==> config.mk <==
export PLATFORM = sky130hd
export DESIGN_NAME = pred_update_sched_flat
export DESIGN_NICKNAME = d
export VERILOG_FILES = /design/src/rtl/pred_update_sched_if.sv /design/src/rtl/pred_update_sched.sv /design/src/flat_wrapper.sv
export SDC_FILE = /design/constraint.sdc
export NUM_CORES = 1
export LEC_CHECK = 0
export CAP_MARGIN = 20
export CORE_UTILIZATION = 33
export CTS_BUF_LIST = sky130_fd_sc_hd__clkbuf_2 sky130_fd_sc_hd__clkbuf_4 sky130_fd_sc_hd__clkbuf_8
export CTS_CLUSTER_DIAMETER = 50
export DETAILED_ROUTE_END_ITERATION = 10
export HOLD_SLACK_MARGIN = 0.08
export PLACE_DENSITY = 0.59
export REMOVE_ABC_BUFFERS = 1
export SLEW_MARGIN = 20
export SYNTH_ARGS = -nofsm -noshare
export SYNTH_HDL_FRONTEND = slang
export SYNTH_SLANG_ARGS = --single-unit
==> constraint.sdc <==
create_clock -name clk -period 13.25 [get_ports clk]
set_input_delay 2.65 -clock clk [delete_from_list [all_inputs] [get_ports clk]]
set_output_delay 2.65 -clock clk [all_outputs]
set_load 0.01 [all_outputs]
==> src/rtl/pred_update_sched_if.sv <==
// Commit-side retire slots in, predictor update port and statistics out.
// The master drives the two commit slots; the slave is the update scheduler.
interface pred_update_sched_if;
  logic        cmt_valid_0;
  logic [31:0] cmt_pc_0;
  logic [2:0]  cmt_type_0;
  logic        cmt_cond_0;
  logic        cmt_taken_0;
  logic        cmt_mispred_0;
  logic [31:0] cmt_target_0;
  logic        cmt_valid_1;
  logic [31:0] cmt_pc_1;
  logic [2:0]  cmt_type_1;
  logic        cmt_cond_1;
  logic        cmt_taken_1;
  logic        cmt_mispred_1;
  logic [31:0] cmt_target_1;
  logic        cmt_ready;
  logic        update_orien_en;
  logic [31:0] retire_pc;
  logic        right_orien;
  logic        branch_mistaken;
  logic [31:0] wrong_pc;
  logic [31:0] right_target;
  logic [2:0]  ins_type_w;
  logic [31:0] cnt_branch;
  logic [31:0] cnt_mispred;

  modport master (
    output cmt_valid_0, cmt_pc_0, cmt_type_0, cmt_cond_0, cmt_taken_0, cmt_mispred_0, cmt_target_0,
    output cmt_valid_1, cmt_pc_1, cmt_type_1, cmt_cond_1, cmt_taken_1, cmt_mispred_1, cmt_target_1,
    input  cmt_ready,
    input  update_orien_en, retire_pc, right_orien,
    input  branch_mistaken, wrong_pc, right_target, ins_type_w,
    input  cnt_branch, cnt_mispred
  );

  modport slave (
    input  cmt_valid_0, cmt_pc_0, cmt_type_0, cmt_cond_0, cmt_taken_0, cmt_mispred_0, cmt_target_0,
    input  cmt_valid_1, cmt_pc_1, cmt_type_1, cmt_cond_1, cmt_taken_1, cmt_mispred_1, cmt_target_1,
    output cmt_ready,
    output update_orien_en, retire_pc, right_orien,
    output branch_mistaken, wrong_pc, right_target, ins_type_w,
    output cnt_branch, cnt_mispred
  );
endinterface

==> src/rtl/pred_update_sched.sv <==
// Buffers up to two retiring branches per cycle and drains one per cycle to the predictor; an entry
// is presented the cycle after enqueue. cmt_ready drops once fewer than two free slots remain.
module pred_update_sched #(
  parameter int DEPTH = 8
) (
  input  logic               clk,
  input  logic               reset,
  pred_update_sched_if.slave bus
);
  localparam int PTRW = $clog2(DEPTH);
  localparam logic [PTRW:0] READY_MAX = (PTRW + 1)'(DEPTH - 2);

  typedef struct packed {
    logic [31:0] pc;
    logic [31:0] target;
    logic [2:0]  typ;
    logic        cond;
    logic        taken;
    logic        mispred;
  } entry_t;

  function automatic logic wants_update(input logic [2:0] typ, input logic cond, input logic mispred);
    return (typ != 3'b000) || cond || mispred;
  endfunction

  entry_t ram [DEPTH];

  logic [PTRW-1:0] rd_ptr_q, rd_ptr_d;
  logic [PTRW-1:0] wr_ptr_q, wr_ptr_d;
  logic [PTRW:0]   count_q, count_d;
  logic [31:0]     cnt_branch_q, cnt_branch_d;
  logic [31:0]     cnt_mispred_q, cnt_mispred_d;

  entry_t          slot0_dat, slot1_dat, head_dat, out_dat;
  logic            ready, wr0, wr1, deq;
  logic [1:0]      enq_n;
  logic [PTRW-1:0] wr1_idx;

  always_comb begin
    slot0_dat = '{pc: bus.cmt_pc_0, target: bus.cmt_target_0, typ: bus.cmt_type_0,
                  cond: bus.cmt_cond_0, taken: bus.cmt_taken_0, mispred: bus.cmt_mispred_0};
    slot1_dat = '{pc: bus.cmt_pc_1, target: bus.cmt_target_1, typ: bus.cmt_type_1,
                  cond: bus.cmt_cond_1, taken: bus.cmt_taken_1, mispred: bus.cmt_mispred_1};

    // Ready looks only at registered occupancy so commit never sees a combinational path.
    ready   = (count_q <= READY_MAX);
    wr0     = bus.cmt_valid_0 && ready && wants_update(bus.cmt_type_0, bus.cmt_cond_0, bus.cmt_mispred_0);
    wr1     = bus.cmt_valid_1 && ready && wants_update(bus.cmt_type_1, bus.cmt_cond_1, bus.cmt_mispred_1);
    enq_n   = {1'b0, wr0} + {1'b0, wr1};
    wr1_idx = wr_ptr_q + PTRW'(wr0);

    deq      = (count_q != '0);
    head_dat = ram[rd_ptr_q];
    out_dat  = deq ? head_dat : '0;

    rd_ptr_d = rd_ptr_q + PTRW'(deq);
    wr_ptr_d = wr_ptr_q + PTRW'(enq_n);
    count_d  = count_q + (PTRW + 1)'(enq_n) - (PTRW + 1)'(deq);

    cnt_branch_d  = cnt_branch_q + {31'd0, deq && ((head_dat.typ != 3'b000) || head_dat.cond)};
    cnt_mispred_d = cnt_mispred_q + {31'd0, deq && head_dat.mispred};
  end

  // Payload storage carries no reset; pointers alone define what is valid.
  always_ff @(posedge clk) begin
    if (wr0) ram[wr_ptr_q] <= slot0_dat;
    if (wr1) ram[wr1_idx]  <= slot1_dat;
  end

  always_ff @(posedge clk) begin
    if (reset) begin
      rd_ptr_q      <= '0;
      wr_ptr_q      <= '0;
      count_q       <= '0;
      cnt_branch_q  <= '0;
      cnt_mispred_q <= '0;
    end else begin
      assert (int'(count_q) + int'(enq_n) - int'(deq) <= DEPTH);
      rd_ptr_q      <= rd_ptr_d;
      wr_ptr_q      <= wr_ptr_d;
      count_q       <= count_d;
      cnt_branch_q  <= cnt_branch_d;
      cnt_mispred_q <= cnt_mispred_d;
    end
  end

  assign bus.cmt_ready       = ready;
  assign bus.update_orien_en = deq && out_dat.cond;
  assign bus.retire_pc       = out_dat.pc;
  assign bus.right_orien     = out_dat.taken;
  assign bus.branch_mistaken = deq && out_dat.mispred;
  assign bus.wrong_pc        = out_dat.pc;
  assign bus.right_target    = out_dat.target;
  assign bus.ins_type_w      = out_dat.typ;
  assign bus.cnt_branch      = cnt_branch_q;
  assign bus.cnt_mispred     = cnt_mispred_q;
endmodule
==> src/flat_wrapper.sv <==
// flat-port wrapper written by rule: the top's interface ports become plain ports
module pred_update_sched_flat 
#(
  parameter int DEPTH = 8
)
  (clk, reset, bus_cmt_valid_0, bus_cmt_pc_0, bus_cmt_type_0, bus_cmt_cond_0, bus_cmt_taken_0, bus_cmt_mispred_0, bus_cmt_target_0, bus_cmt_valid_1, bus_cmt_pc_1, bus_cmt_type_1, bus_cmt_cond_1, bus_cmt_taken_1, bus_cmt_mispred_1, bus_cmt_target_1, bus_cmt_ready, bus_update_orien_en, bus_retire_pc, bus_right_orien, bus_branch_mistaken, bus_wrong_pc, bus_right_target, bus_ins_type_w, bus_cnt_branch, bus_cnt_mispred);
  pred_update_sched_if bus_i ();
  input  logic clk;
  input  logic reset;
  input wire logic [$bits(bus_i.cmt_valid_0)-1:0] bus_cmt_valid_0;
  input wire logic [$bits(bus_i.cmt_pc_0)-1:0] bus_cmt_pc_0;
  input wire logic [$bits(bus_i.cmt_type_0)-1:0] bus_cmt_type_0;
  input wire logic [$bits(bus_i.cmt_cond_0)-1:0] bus_cmt_cond_0;
  input wire logic [$bits(bus_i.cmt_taken_0)-1:0] bus_cmt_taken_0;
  input wire logic [$bits(bus_i.cmt_mispred_0)-1:0] bus_cmt_mispred_0;
  input wire logic [$bits(bus_i.cmt_target_0)-1:0] bus_cmt_target_0;
  input wire logic [$bits(bus_i.cmt_valid_1)-1:0] bus_cmt_valid_1;
  input wire logic [$bits(bus_i.cmt_pc_1)-1:0] bus_cmt_pc_1;
  input wire logic [$bits(bus_i.cmt_type_1)-1:0] bus_cmt_type_1;
  input wire logic [$bits(bus_i.cmt_cond_1)-1:0] bus_cmt_cond_1;
  input wire logic [$bits(bus_i.cmt_taken_1)-1:0] bus_cmt_taken_1;
  input wire logic [$bits(bus_i.cmt_mispred_1)-1:0] bus_cmt_mispred_1;
  input wire logic [$bits(bus_i.cmt_target_1)-1:0] bus_cmt_target_1;
  output wire logic [$bits(bus_i.cmt_ready)-1:0] bus_cmt_ready;
  output wire logic [$bits(bus_i.update_orien_en)-1:0] bus_update_orien_en;
  output wire logic [$bits(bus_i.retire_pc)-1:0] bus_retire_pc;
  output wire logic [$bits(bus_i.right_orien)-1:0] bus_right_orien;
  output wire logic [$bits(bus_i.branch_mistaken)-1:0] bus_branch_mistaken;
  output wire logic [$bits(bus_i.wrong_pc)-1:0] bus_wrong_pc;
  output wire logic [$bits(bus_i.right_target)-1:0] bus_right_target;
  output wire logic [$bits(bus_i.ins_type_w)-1:0] bus_ins_type_w;
  output wire logic [$bits(bus_i.cnt_branch)-1:0] bus_cnt_branch;
  output wire logic [$bits(bus_i.cnt_mispred)-1:0] bus_cnt_mispred;
  assign bus_i.cmt_valid_0 = bus_cmt_valid_0;
  assign bus_i.cmt_pc_0 = bus_cmt_pc_0;
  assign bus_i.cmt_type_0 = bus_cmt_type_0;
  assign bus_i.cmt_cond_0 = bus_cmt_cond_0;
  assign bus_i.cmt_taken_0 = bus_cmt_taken_0;
  assign bus_i.cmt_mispred_0 = bus_cmt_mispred_0;
  assign bus_i.cmt_target_0 = bus_cmt_target_0;
  assign bus_i.cmt_valid_1 = bus_cmt_valid_1;
  assign bus_i.cmt_pc_1 = bus_cmt_pc_1;
  assign bus_i.cmt_type_1 = bus_cmt_type_1;
  assign bus_i.cmt_cond_1 = bus_cmt_cond_1;
  assign bus_i.cmt_taken_1 = bus_cmt_taken_1;
  assign bus_i.cmt_mispred_1 = bus_cmt_mispred_1;
  assign bus_i.cmt_target_1 = bus_cmt_target_1;
  assign bus_cmt_ready = bus_i.cmt_ready;
  assign bus_update_orien_en = bus_i.update_orien_en;
  assign bus_retire_pc = bus_i.retire_pc;
  assign bus_right_orien = bus_i.right_orien;
  assign bus_branch_mistaken = bus_i.branch_mistaken;
  assign bus_wrong_pc = bus_i.wrong_pc;
  assign bus_right_target = bus_i.right_target;
  assign bus_ins_type_w = bus_i.ins_type_w;
  assign bus_cnt_branch = bus_i.cnt_branch;
  assign bus_cnt_mispred = bus_i.cnt_mispred;
  pred_update_sched #(.DEPTH(DEPTH)) u_core (.clk(clk), .reset(reset), .bus(bus_i));
endmodule
# After elaboration in Yosys (flattened, before gate mapping)
# Memories as Yosys holds them, arrays and structs flattened. A register that Yosys moved wholly into a read port is not among the register bits.
# Index checks and enable logic that the tools add are counted.
dict set report word_totals {
  ff_bits 74
  wordCells 38
  out_inout_bits 167
  mem_count 1
  ram_bits 560
  inputBits 144
}
# memory words word_bits read_ports rd_clocked_by_memory_dff wr line
set mem_list {}
lappend mem_list {u_core.ram 8 70 1 1 2 pred_update_sched.sv:26} ;# entry_t ram [DEPTH];
dict set report op_classes {
  n_reduce_logical 17
  n_lt_le_gt_ge 1
  mux 6
  add_sub_neg 8
}
# cell count
set ops {}
lappend ops {{2-to-1 mux 70 bit} 1}
lappend ops {{adder 32 x 1 -> 32 bit} 2}
lappend ops {{nonzero test 3 bit} 3}
lappend ops {{logical AND 1 bit} 8}
lappend ops {{adder 3 x 1 -> 3 bit} 2}
lappend ops {{logical OR 1 bit} 5}
lappend ops {{adder 4 x 2 -> 4 bit} 1}
lappend ops {{less-or-equal comparator 4 x 3 -> 1 bit, second input constant} 1}
lappend ops {{2-to-1 mux 1 bit} 4}
lappend ops {{nonzero test 4 bit} 1}
lappend ops {{subtractor 4 x 1 -> 4 bit} 1}
lappend ops {{adder 3 x 2 -> 3 bit} 1}
lappend ops {{2-to-1 mux 3 bit} 1}
lappend ops {{adder 1 x 1 -> 2 bit} 1}

# Depth between registers and ports, before layout
# Gate-level depths: netlist of run 1.
dict set report depth {
  word_depth 7
  ltp_mapped 14
  depth_no_buf 13
}

# Least setup slack after synthesis of run 1
# Ideal clock, no wire load.
dict set report synth_timing {
  path_kind {in2reg}
  from {input bus_cmt_mispred_0}
  to {memory u_core.ram[2][0] in the netlist's numbering (enable)}
  required_ns 12.648
  path_buffers 0
  path_slack_ns 3.691
  stages 4
  setup_time_ns 0.602
  arrival_time_ns 8.957
  path_cell_list {clkinv_1 > a2111oi_0 > nand2_1 > o31ai_1}
}
# item line
set synth_lines {}
lappend synth_lines {{start, declared} flat_wrapper.sv:15} ;# input wire logic [$bits(bus_i.cmt_mispred_0)-1:0] bus_cmt_mispred_0;
lappend synth_lines {{end, declared} pred_update_sched.sv:26}

==> metrics.yaml, run 1 <==
critical_path:
  crit_start: "bus_cmt_type_0[0]"
  rr_endpoint: "u_core.ram[1][2]"
  rrSetupSlack_ns: 7.79
  end_kind: "flip-flop"
  r2r_start: "u_core.count_q[3]"
  worstSetupPathType: "primary input to flip-flop"
  critPathRequiredTime_ns: 13.60
  cp-start-kind: "primary input"
  worstPathMaxFanout: 36
  worstSetupEndpoint: "u_core.ram[1][2]"
  worst-endpoint-arrival_ns: 7.77
  rr_worst_depth: 12
clock_network:
  cts_resized: 0
  cts_hold_buf: 0
  cts_tree: "yes"
  clkLatencyLatePin_ns: 0.78
  path_clk_slew_ns: 0.06
  post-cts-setup-buffers: 0
  root_buffer: "clkbuf_8"
  cts_buffer_depth: 3
  cts.sinks: 634
  cts.htree.levels: 3
  cts-buffers-inserted: 113
timing:
  tightest_slew_ns: 1.16
  setup_ws_ns: 5.83
  rsz0062_at_grt: "false"
  final_hold_viol_count: 0
  finalCriticalPeriod_ns: 7.42
  clock.fmax_mhz: 135
  setup_viol: 0
  fin_skew_ns: 0.0834
  relSlewSlack: 0.227
  tns_ns: 0
  holdWs_ns: 0.483
  maxSlewViolCount: 0
  finalCritPeriodShare: 0.560
synth:
  ys_seq_area_frac: 0.553
  synth_seq_cells: 634
  syn_area_um2: 33100
  ys_types: 43
  synth_flop_cell: "edfxtp_1"
  netlist_instances: 1985
  synth-edff-count: 560
  syn_avg_cell_area_um2: 16.7
  ys.warnings.count: 0
  async_reset_ff_frac: 0
floorplan:
  ioPinCount: 311
  std_cell_rows: 115
  core_um2: 98900
  start_util: 0.334
  die_y_um: 319
  die_area_um2: 101000
  dieWidth_um: 319
routing:
  num_vias: 19100
  wl_per_cell_um: 24.5
  first_pass_iters: 5
  drc: 0
  drt-initial-drc-count: 1379
  viasPerCell: 5.23
  wirelength_um: 89700
  antenna_left: 0
final_layout:
  drive_gt1_frac: 0.387
  fillCellCount: 8958
  layout-area-overhead-vs-synth_pct: 18.6
  fin_util: 0.397
  fin_cells: 3653
  final_cell_area_um2: 39200
  final_nets: 2440
placement:
  pre_cts_ws_ns: 5.07
  post-dp-hpwl_um: 53100
  numPortBuffers: 310
  gp_congestion: 0.775
  dp.cells: 3448
  place_area_um2: 37000
grt:
  grt_use_total: 0.175
  grt_overflow: 0
  grt_first_pass_wirelength_um: 133000
  antenna_found_initial: 25
  grt_pass1_vias: 20400
  grt_max_degree: 76
pwr:
  cellLeakagePower_nw: 13.0
  vdd_drop_max_mv: 0.129
  pwr_density_cell_nw_per_um2: 194
  total_power_mw: 7.62
run_status:
  status: "finished clean"
run:
  maxCapViolCount: 0
worst_hold_path:
  hold_path.class: "flip-flop to flip-flop"
## power by group
part / total, mW / internal [mW] / switching, mW
combinational: 3.03 / 1.53 / 1.50
sequential: 2.80 / 2.65 / 0.155
clock: 1.79 / 0.940 / 0.849
## cells in the final DEF, fill, tap and decap left out, drive strengths merged, types with 18 or more instances in the layout
master / count
edfxtp: 560
mux2: 553
clkdlybuf4s50: 309
clkbuf: 147
mux4: 140
nor2: 99
mux2i: 78
dfxtp: 74
a21oi: 41
clkinv: 41
buf: 36
or4: 31
inv: 30
o31ai: 26
nand3: 21
nand2: 20
o21ai: 19
xnor2: 18
## cell families after synthesis
| logic type | Yosys count | synth area share |
|---|---|---|
| fa+ha+maj | 19 | 0.00764 |
| mux | 771 | 0.338 |
| compound gates | 95 | 0.0172 |
| xor+xnor | 24 | 0.00636 |
| buf+inv | 193 | 0.0377 |
| simple gates | 249 | 0.0396 |
| flops | 634 | 0.553 |
## state kept, by name, indices dropped and copies added, names as in the netlist
name	count
u_core.count_q	4
u_core.ram	560
u_core.bus.cnt_branch	32
u_core.rd_ptr_q	3
u_core.wr_ptr_q	3
u_core.bus.cnt_mispred	32
## synthesized netlist by cell type, types with 6 or more instances
master | number | area (µm²)
mux2_2 | 276 | 3110
inv_1 | 24 | 90.1
nand4_1 | 12 | 75.1
a21oi_1 | 41 | 205
nor4_1 | 6 | 37.5
xnor2_1 | 18 | 158
o31ai_1 | 26 | 195
buf_1 | 12 | 45.0
nand2_1 | 20 | 75.1
dfxtp_1 | 74 | 1480
mux2_4 | 272 | 4080
edfxtp_1 | 560 | 16800
xor2_1 | 6 | 52.6
nor3_1 | 8 | 40.0
nand3_1 | 21 | 105
clkbuf_1 | 35 | 131
mux2i_1 | 78 | 781
or3_1 | 16 | 100
buf_2 | 26 | 130
and3_1 | 7 | 43.8
and4_1 | 7 | 61.3
mux4_2 | 140 | 3150
or4_1 | 30 | 225
nor2b_1 | 10 | 62.6
nor2_1 | 99 | 372
o21ai_0 | 19 | 95.1
buf_4 | 60 | 450
ha_1 | 17 | 213
buf_6 | 35 | 394
## routing by layer
layer | share of wire | GRT usage | wire length [µm] | up-vias
met5 | 0.0023 | 0 | 202 | -
met4 | 0.020 | 0.0436 | 1760 | 32
met3 | 0.059 | 0.0422 | 5260 | 167
met2 | 0.48 | 0.292 | 43500 | 530
met1 | 0.43 | 0.227 | 39000 | 9925
li1 | - | - | - | 8439
## critical path: stages
cell,delay [ns]
clkdlybuf4s50_1,0.68
nor4_1,0.13
a2111oi_0,0.95
ha_1,0.30
ha_1,0.17
xor2_1,0.08
nor3_1,0.34
and3_4,0.86
o21bai_4,0.43
buf_4,0.52
buf_4,0.59
## worst min path at each step
stage	start	to	slack [ns]	depth (start not counted)
2_1_floorplan	u_core.bus.cnt_branch[31]	u_core.bus.cnt_branch[31]	0.49	2
6_report	u_core.bus.cnt_branch[31]	u_core.bus.cnt_branch[31]	0.48	2
4_1_cts	u_core.bus.cnt_branch[31]	u_core.bus.cnt_branch[31]	0.48	2
5_1_grt	u_core.bus.cnt_mispred[31]	u_core.bus.cnt_mispred[31]	0.51	2
3_3_place_gp	u_core.bus.cnt_branch[31]	u_core.bus.cnt_branch[31]	0.46	2
3_5_place_dp	u_core.bus.cnt_branch[31]	u_core.bus.cnt_branch[31]	0.48	2
## cell type report
class / count / area [µm²] / share of cell area
diodes: 5 / 12.5 / 0.000319
clock buffers: 147 / 1820 / 0.0465
clock inverters: 52 / 343 / 0.00874
inverters: 25 / 93.8 / 0.00239
multi-input cells: 1158 / 13600 / 0.348
flip-flops and latches: 634 / 18300 / 0.467
well taps: 1287 / 1610 / 0.0411
repair buffers: 345 / 3370 / 0.0860
Note: power is estimated with default switching activity, not from simulation.
==> inputs of run 2 (changes only) <==
--- a/config.mk
+++ b/config.mk
@@ -11,7 +11,7 @@
 export CTS_CLUSTER_DIAMETER = 50
 export DETAILED_ROUTE_END_ITERATION = 10
 export HOLD_SLACK_MARGIN = 0.08
-export PLACE_DENSITY = 0.59
+export PLACE_DENSITY = 0.61
 export REMOVE_ABC_BUFFERS = 1
 export SLEW_MARGIN = 20
 export SYNTH_ARGS = -nofsm -noshare
==> constraint.sdc (replaced) <==
create_clock -name clk -period 6.4 [get_ports clk]
set_input_delay 1.28 -clock clk [delete_from_list [all_inputs] [get_ports clk]]
set_output_delay 1.28 -clock clk [all_outputs]
set_load 0.01 [all_outputs]
==> run 2 against run 1 <==
Critical path depth is 6 lower; critical path type is now flip-flop to primary output; combinational power increased by 110%; hold slack better by 0.0096 ns; clock skew shrank 0.032 ns; final cell count up 0.60%; sequential cell count stayed put; register-to-register slack worse by 5.6 ns.
==> metrics.yaml, run 2 (synthesized netlist as in run 1, its figures left out) <==
floorplan:
  dieWidth_um: 319  # unchanged
  ioPinCount: 311  # unchanged
  start_util: 0.334  # unchanged
  die_area_um2: 101000  # unchanged
  std_cell_rows: 115  # unchanged
  die_y_um: 319  # unchanged
  core_um2: 98900  # unchanged
routing:
  first_pass_iters: 5  # unchanged
  drt-initial-drc-count: 1215  # was 1,379
  drc: 0  # unchanged
  antenna_left: 0  # unchanged
  num_vias: 19200  # was 19,100
  wirelength_um: 90300  # was 89,700 µm
  viasPerCell: 5.23  # about the same
  wl_per_cell_um: 24.6  # was 24.5 µm
critical_path:
  critPathRequiredTime_ns: 5.12  # was 13.60 ns
  worstSetupPathType: "flip-flop to primary output"  # was primary input to flip-flop
  cp-start-kind: "flip-flop"  # was primary input
  worstPathMaxFanout: 50  # was 36
  worst-endpoint-arrival_ns: 3.73  # was 7.77 ns
  end_kind: "primary output"  # was flip-flop
placement:
  dp.cells: 3460  # was 3,448
  pre_cts_ws_ns: 0.852  # was 5.07 ns
  post-dp-hpwl_um: 52400  # was 53,100 µm
  gp_congestion: 0.789  # was 0.775
  place_area_um2: 37300  # was 37,000 µm²
  numPortBuffers: 310  # unchanged
final_layout:
  regMostFlops: "u_core.ram"  # unchanged
  mostFrequentLayoutCells: "edfxtp_1, clkdlybuf4s50_1, mux2_2, mux2_4, mux4_2"  # unchanged
  drive_gt1_frac: 0.394  # was 0.387
  final_nets: 2456  # was 2,440
  largest_register_ff_count: 560  # unchanged
  final_cell_area_um2: 39700  # was 39,200 µm²
  layout-area-overhead-vs-synth_pct: 20.0  # was 18.6%
  fin_util: 0.401  # was 0.397
  fin_cells: 3675  # was 3,653
  layout_commonest_cell: "edfxtp_1"  # unchanged
clock_network:
  cts_resized: 0  # unchanged
  root_buffer: "clkbuf_8"  # unchanged
  path_clk_slew_ns: 0.06  # about the same
  clkLatencyLatePin_ns: 0.75  # was 0.78 ns
  cts-buffers-inserted: 117  # was 113
  cts_buffer_depth: 3  # unchanged
  cts_tree: "yes"  # unchanged
  cts_hold_buf: 0  # unchanged
  cts.sinks: 634  # unchanged
  post-cts-setup-buffers: 0  # unchanged
  cts.htree.levels: 3  # unchanged
timing:
  final_hold_viol_count: 0  # unchanged
  finalCritPeriodShare: 0.784
  setup_viol: 0  # unchanged
  setup_ws_ns: 1.39  # was 5.83 ns
  rsz0062_at_grt: "false"  # unchanged
  finalCriticalPeriod_ns: 5.01
  holdWs_ns: 0.493  # was 0.483 ns
  fin_skew_ns: 0.0516  # was 0.0834 ns
  clock.fmax_mhz: 199
  relSlewSlack: 0.245  # was 0.227
  tightest_slew_ns: 1.13  # was 1.16 ns
  tns_ns: 0  # unchanged
  maxSlewViolCount: 0  # unchanged
worst_hold_path:
  hold_path.class: "flip-flop to flip-flop"  # unchanged
pwr:
  cellLeakagePower_nw: 13.2  # was 13.0 nW
  pwr_density_cell_nw_per_um2: 404  # was 194 nW/µm²
  vdd_drop_max_mv: 0.411  # was 0.129 mV
  total_power_mw: 16.0  # was 7.62 mW
grt:
  grt_use_total: 0.175  # about the same
  grt_max_degree: 76  # unchanged
  grt_pass1_vias: 20200  # was 20,400
  antenna_found_initial: 21  # was 25
  grt_first_pass_wirelength_um: 132000  # was 133,000 µm
  grt_overflow: 0  # unchanged
run:
  maxCapViolCount: 0  # unchanged
run_status:
  status: "finished clean"  # unchanged
-- run 2: changes by cell type in the layout (fill, tap and decap cells not counted), moves of 6 or more --
cell      before  now
clkbuf_8     115  121
buf_12         1   20
buf_4         34   26
clkbuf_4      32   38
-- run 2: final cells by class --
cell class	instances	area, µm²
clock buffers	159	1950
multi-input cells	1158	13600
inverters	25	93.8
fillers	8924	59200
flip-flops and latches	634	18300
diodes	7	17.5
well taps	1287	1610
repair buffers	357	3720
clock inverters	48	337
-- run 2: final timing paths --
check                            startpoint                   endpoint  slack [ns]  depth (start not counted)
setup / recovery         u_core.rd_ptr_q[0]       bus_right_target[11]        1.39                          5
hold / removal    u_core.bus.cnt_branch[31]  u_core.bus.cnt_branch[31]        0.49                          2
setup reg to reg          u_core.count_q[3]          u_core.ram[3][69]        2.16                         12
hold reg to reg   u_core.bus.cnt_branch[31]  u_core.bus.cnt_branch[31]        0.49                          2
-- run 2: critical path: stages, from the launching register on --
cell             delay (ns)
dfxtp_4                1.00
buf_12                 0.46
mux4_2                 0.58
mux2i_1                0.16
nor2_1                 0.12
clkdlybuf4s50_1        0.55
-- run 2: metal layers --
| metal | global-route usage | up-vias | part of all wire |
|---|---|---|---|
| met3 | 0.0411 | 180 | 0.054 |
| met4 | 0.0486 | 30 | 0.022 |
| met5 | 0 | - | 0.0021 |
| li1 | - | 8485 | - |
| met1 | 0.226 | 9975 | 0.44 |
| met2 | 0.293 | 542 | 0.49 |
-- run 2: power by group --
group	internal, mW	switching [mW]	total, mW	leakage, nW
logic	3.24	3.12	6.36	6.27
registers	5.48	0.355	5.83	5.71
clock network	2.12	1.73	3.85	1.20
total	10.8	5.21	16.0	13.2
==> RTL edit: new RTL, settings of run 2 <==
`DEPTH` is set to 8 in 2 places; all go to 16.
--- a/src/rtl/pred_update_sched.sv
+++ b/src/rtl/pred_update_sched.sv
@@ -1,7 +1,7 @@
 // Buffers up to two retiring branches per cycle and drains one per cycle to the predictor; an entry
 // is presented the cycle after enqueue. cmt_ready drops once fewer than two free slots remain.
 module pred_update_sched #(
-  parameter int DEPTH = 8
+  parameter int DEPTH = 16
 ) (
   input  logic               clk,
   input  logic               reset,
--- a/src/flat_wrapper.sv
+++ b/src/flat_wrapper.sv
@@ -1,7 +1,7 @@
 // flat-port wrapper written by rule: the top's interface ports become plain ports
 module pred_update_sched_flat 
 #(
-  parameter int DEPTH = 8
+  parameter int DEPTH = 16
 )
   (clk, reset, bus_cmt_valid_0, bus_cmt_pc_0, bus_cmt_type_0, bus_cmt_cond_0, bus_cmt_taken_0, bus_cmt_mispred_0, bus_cmt_target_0, bus_cmt_valid_1, bus_cmt_pc_1, bus_cmt_type_1, bus_cmt_cond_1, bus_cmt_taken_1, bus_cmt_mispred_1, bus_cmt_target_1, bus_cmt_ready, bus_update_orien_en, bus_retire_pc, bus_right_orien, bus_branch_mistaken, bus_wrong_pc, bus_right_target, bus_ins_type_w, bus_cnt_branch, bus_cnt_mispred);
   pred_update_sched_if bus_i ();
Formal check against the unedited RTL: same outputs for any inputs over 4 cycles, from zero or initial values and one cycle with reset high; that may be too few to reach the edited logic, so the function may still have changed.
==> RTL edit against run 2 <==
  * Sequential cell count is 563 higher
  * Sequential power increased by 70%
  * Hold slack improved by 0.026 ns
  * Synthesized area grew 82%
  * Synthesized cell count rose by 77%
  * Die area increased by 82%
  * Wire length rose by 98%
  * Final area is 77% higher
  * Non-clock buffer count is 60 higher
  * Critical path type unchanged
  * Power increased by 58%
  * Setup slack lost 0.55 ns
==> RTL edit: results (changes against run 2) <==
Result of the run = finished clean
Static leakage power = 22.4 nW (+70%)
Number of DRC markers after the initial detailed-route iteration = 2572 (+110%)
Pin count of the biggest net entering global routing = 78 (+2.6%)
Number of synthesized flops with an enable pin = 1120 (+100%)
Synth cell count leaders = sky130_fd_sc_hd__edfxtp_1 (1120), sky130_fd_sc_hd__mux2_2 (819), sky130_fd_sc_hd__mux4_2 (346), sky130_fd_sc_hd__mux2_1 (301), sky130_fd_sc_hd__clkbuf_1 (201)
Total vias in the final route = 34081 (+77%)
Xor and xnor fraction of the mapped netlist area = 0.886% (+0.25 points)
Wire length after detailed routing = 179000 µm (+98%)
Power drawn by the clock network = 6.81 mW (+77%)
Global placer's final weighted congestion = 0.778 (-1.3%)
Most area-consuming cells after synthesis = sky130_fd_sc_hd__edfxtp_1 (56%), sky130_fd_sc_hd__mux2_2 (15%), sky130_fd_sc_hd__mux4_2 (13%)
Capturing point of the worst reg2reg path = u_core.ram[2][11]
Clock latency at the later pin of the worst-skew pair = 0.97 ns (+0.22 ns)
Final worst clock skew = 0.0711 ns (+0.0195 ns)
Worst flop-to-flop path startpoint = u_core.count_q[2]
Via count of the first global-routing pass = 35121 (+74%)
Compound-cell area share of the yosys netlist = 0.459% (-1.3 points)
Fraction of the yosys area taken by sequential cells = 58.3% (+3.0 points)
Total placed cells including tap cells = 5912 (+71%)
Data arrival time of the critical path = 4.29 ns (+0.56 ns)
Number of nets in the layout = 3911 (+59%)
Gr usage total = 19.1% (+1.6 points)
Share of post-route cells with drive strength above 1 = 41.9% (+2.5 points)
End point of the critical path = bus_right_target[22]
Number of antenna violations at the first check in global routing = 40 (+90%)
Sw power = 7.96 mW (+53%)
R2r setup slk = 1.93 ns (-0.23 ns)
Peak ir drop on the vdd network = 0.325 mV (-21%)
Wire length of the first global-routing pass = 258000 µm (+95%)
Mux contribution to synthesized area = 33.9% (+0.063 points)
Cell internal pwr = 17.4 mW (+61%)
CP Max Fanout = 32 (-36%)
Largest register FFs = 1120 (+100%)
HPWL after detailed placement = 99800 µm (+91%)
WL per Instance = 28.4 µm (+16%)
Number of buffers created by CTS = 201 (+72%)
RTL edit: changes by cell type after synthesis, moves of 26 or more:
cell	before	now
sky130_fd_sc_hd__buf_2	26	109
sky130_fd_sc_hd__mux2_1	5	301
sky130_fd_sc_hd__mux2_2	276	819
sky130_fd_sc_hd__buf_6	35	8
sky130_fd_sc_hd__a21oi_1	41	9
sky130_fd_sc_hd__edfxtp_1	560	1120
sky130_fd_sc_hd__mux2i_1	78	2
sky130_fd_sc_hd__mux2_4	272	0
sky130_fd_sc_hd__and2_1	2	72
sky130_fd_sc_hd__nor2_1	99	73
sky130_fd_sc_hd__mux4_2	140	346
sky130_fd_sc_hd__clkbuf_1	35	201
sky130_fd_sc_hd__o31ai_1	26	0
RTL edit: kinds of logic after synthesis:
logic type,after synthesis
compound gates,47
xor+xnor,61
fa+ha+maj,22
buf+inv,413
flops,1197
mux,1468
simple gates,308
RTL edit: layout make-up:
cell class / instances / area [µm²] / share of cell area [%]
antenna: 4 / 10.0 / 0.0143
clock inverter: 78 / 463 / 0.660
sequential: 1197 / 35200 / 50.2
clock buffer: 289 / 3480 / 4.96
tap: 2370 / 2970 / 4.23
multi-input combinational: 1906 / 23500 / 33.4
timing repair buffer: 417 / 4510 / 6.43
inverter: 22 / 85.1 / 0.121
RTL edit: worst min-delay path by stage:
stage / startpoint / to / slack, ns / cells after the start
6_report: u_core.bus.cnt_mispred[31] / u_core.bus.cnt_mispred[31] / 0.52 / 2
5_1_grt: u_core.bus.cnt_mispred[31] / u_core.bus.cnt_mispred[31] / 0.55 / 2
4_1_cts: u_core.bus.cnt_mispred[31] / u_core.bus.cnt_mispred[31] / 0.52 / 2
3_5_place_dp: u_core.bus.cnt_mispred[31] / u_core.bus.cnt_mispred[31] / 0.51 / 2
3_3_place_gp: u_core.bus.cnt_mispred[31] / u_core.bus.cnt_mispred[31] / 0.50 / 2
2_1_floorplan: u_core.bus.cnt_branch[13] / u_core.bus.cnt_branch[13] / 0.52 / 2
RTL edit: worst max-delay path: stages, from the launching register on:
cell and delay (ns):
sky130_fd_sc_hd__dfxtp_4 0.91, sky130_fd_sc_hd__buf_12 0.34, sky130_fd_sc_hd__buf_4 0.27, sky130_fd_sc_hd__mux4_2 0.54, sky130_fd_sc_hd__mux4_2 0.52, sky130_fd_sc_hd__and2_1 0.19
sky130_fd_sc_hd__clkdlybuf4s50_1 0.48
RTL edit: through the flow:
stage,area [µm²],util (%),worst slack [ns]
6_report,70200,38.7,0.830
2_1_floorplan,58400,-,-7.91
3_3_place_gp,66200,36.5,0.340
5_1_grt,70100,38.7,0.621
4_1_cts,70100,38.7,0.674
3_5_place_dp,66200,36.5,0.404
RTL edit: metal layers:
layer,wire length [µm],global-route usage [%]
met1,75500,25.3
met2,87200,31.7
met3,12200,4.47
met4,3410,4.60
met5,334,0
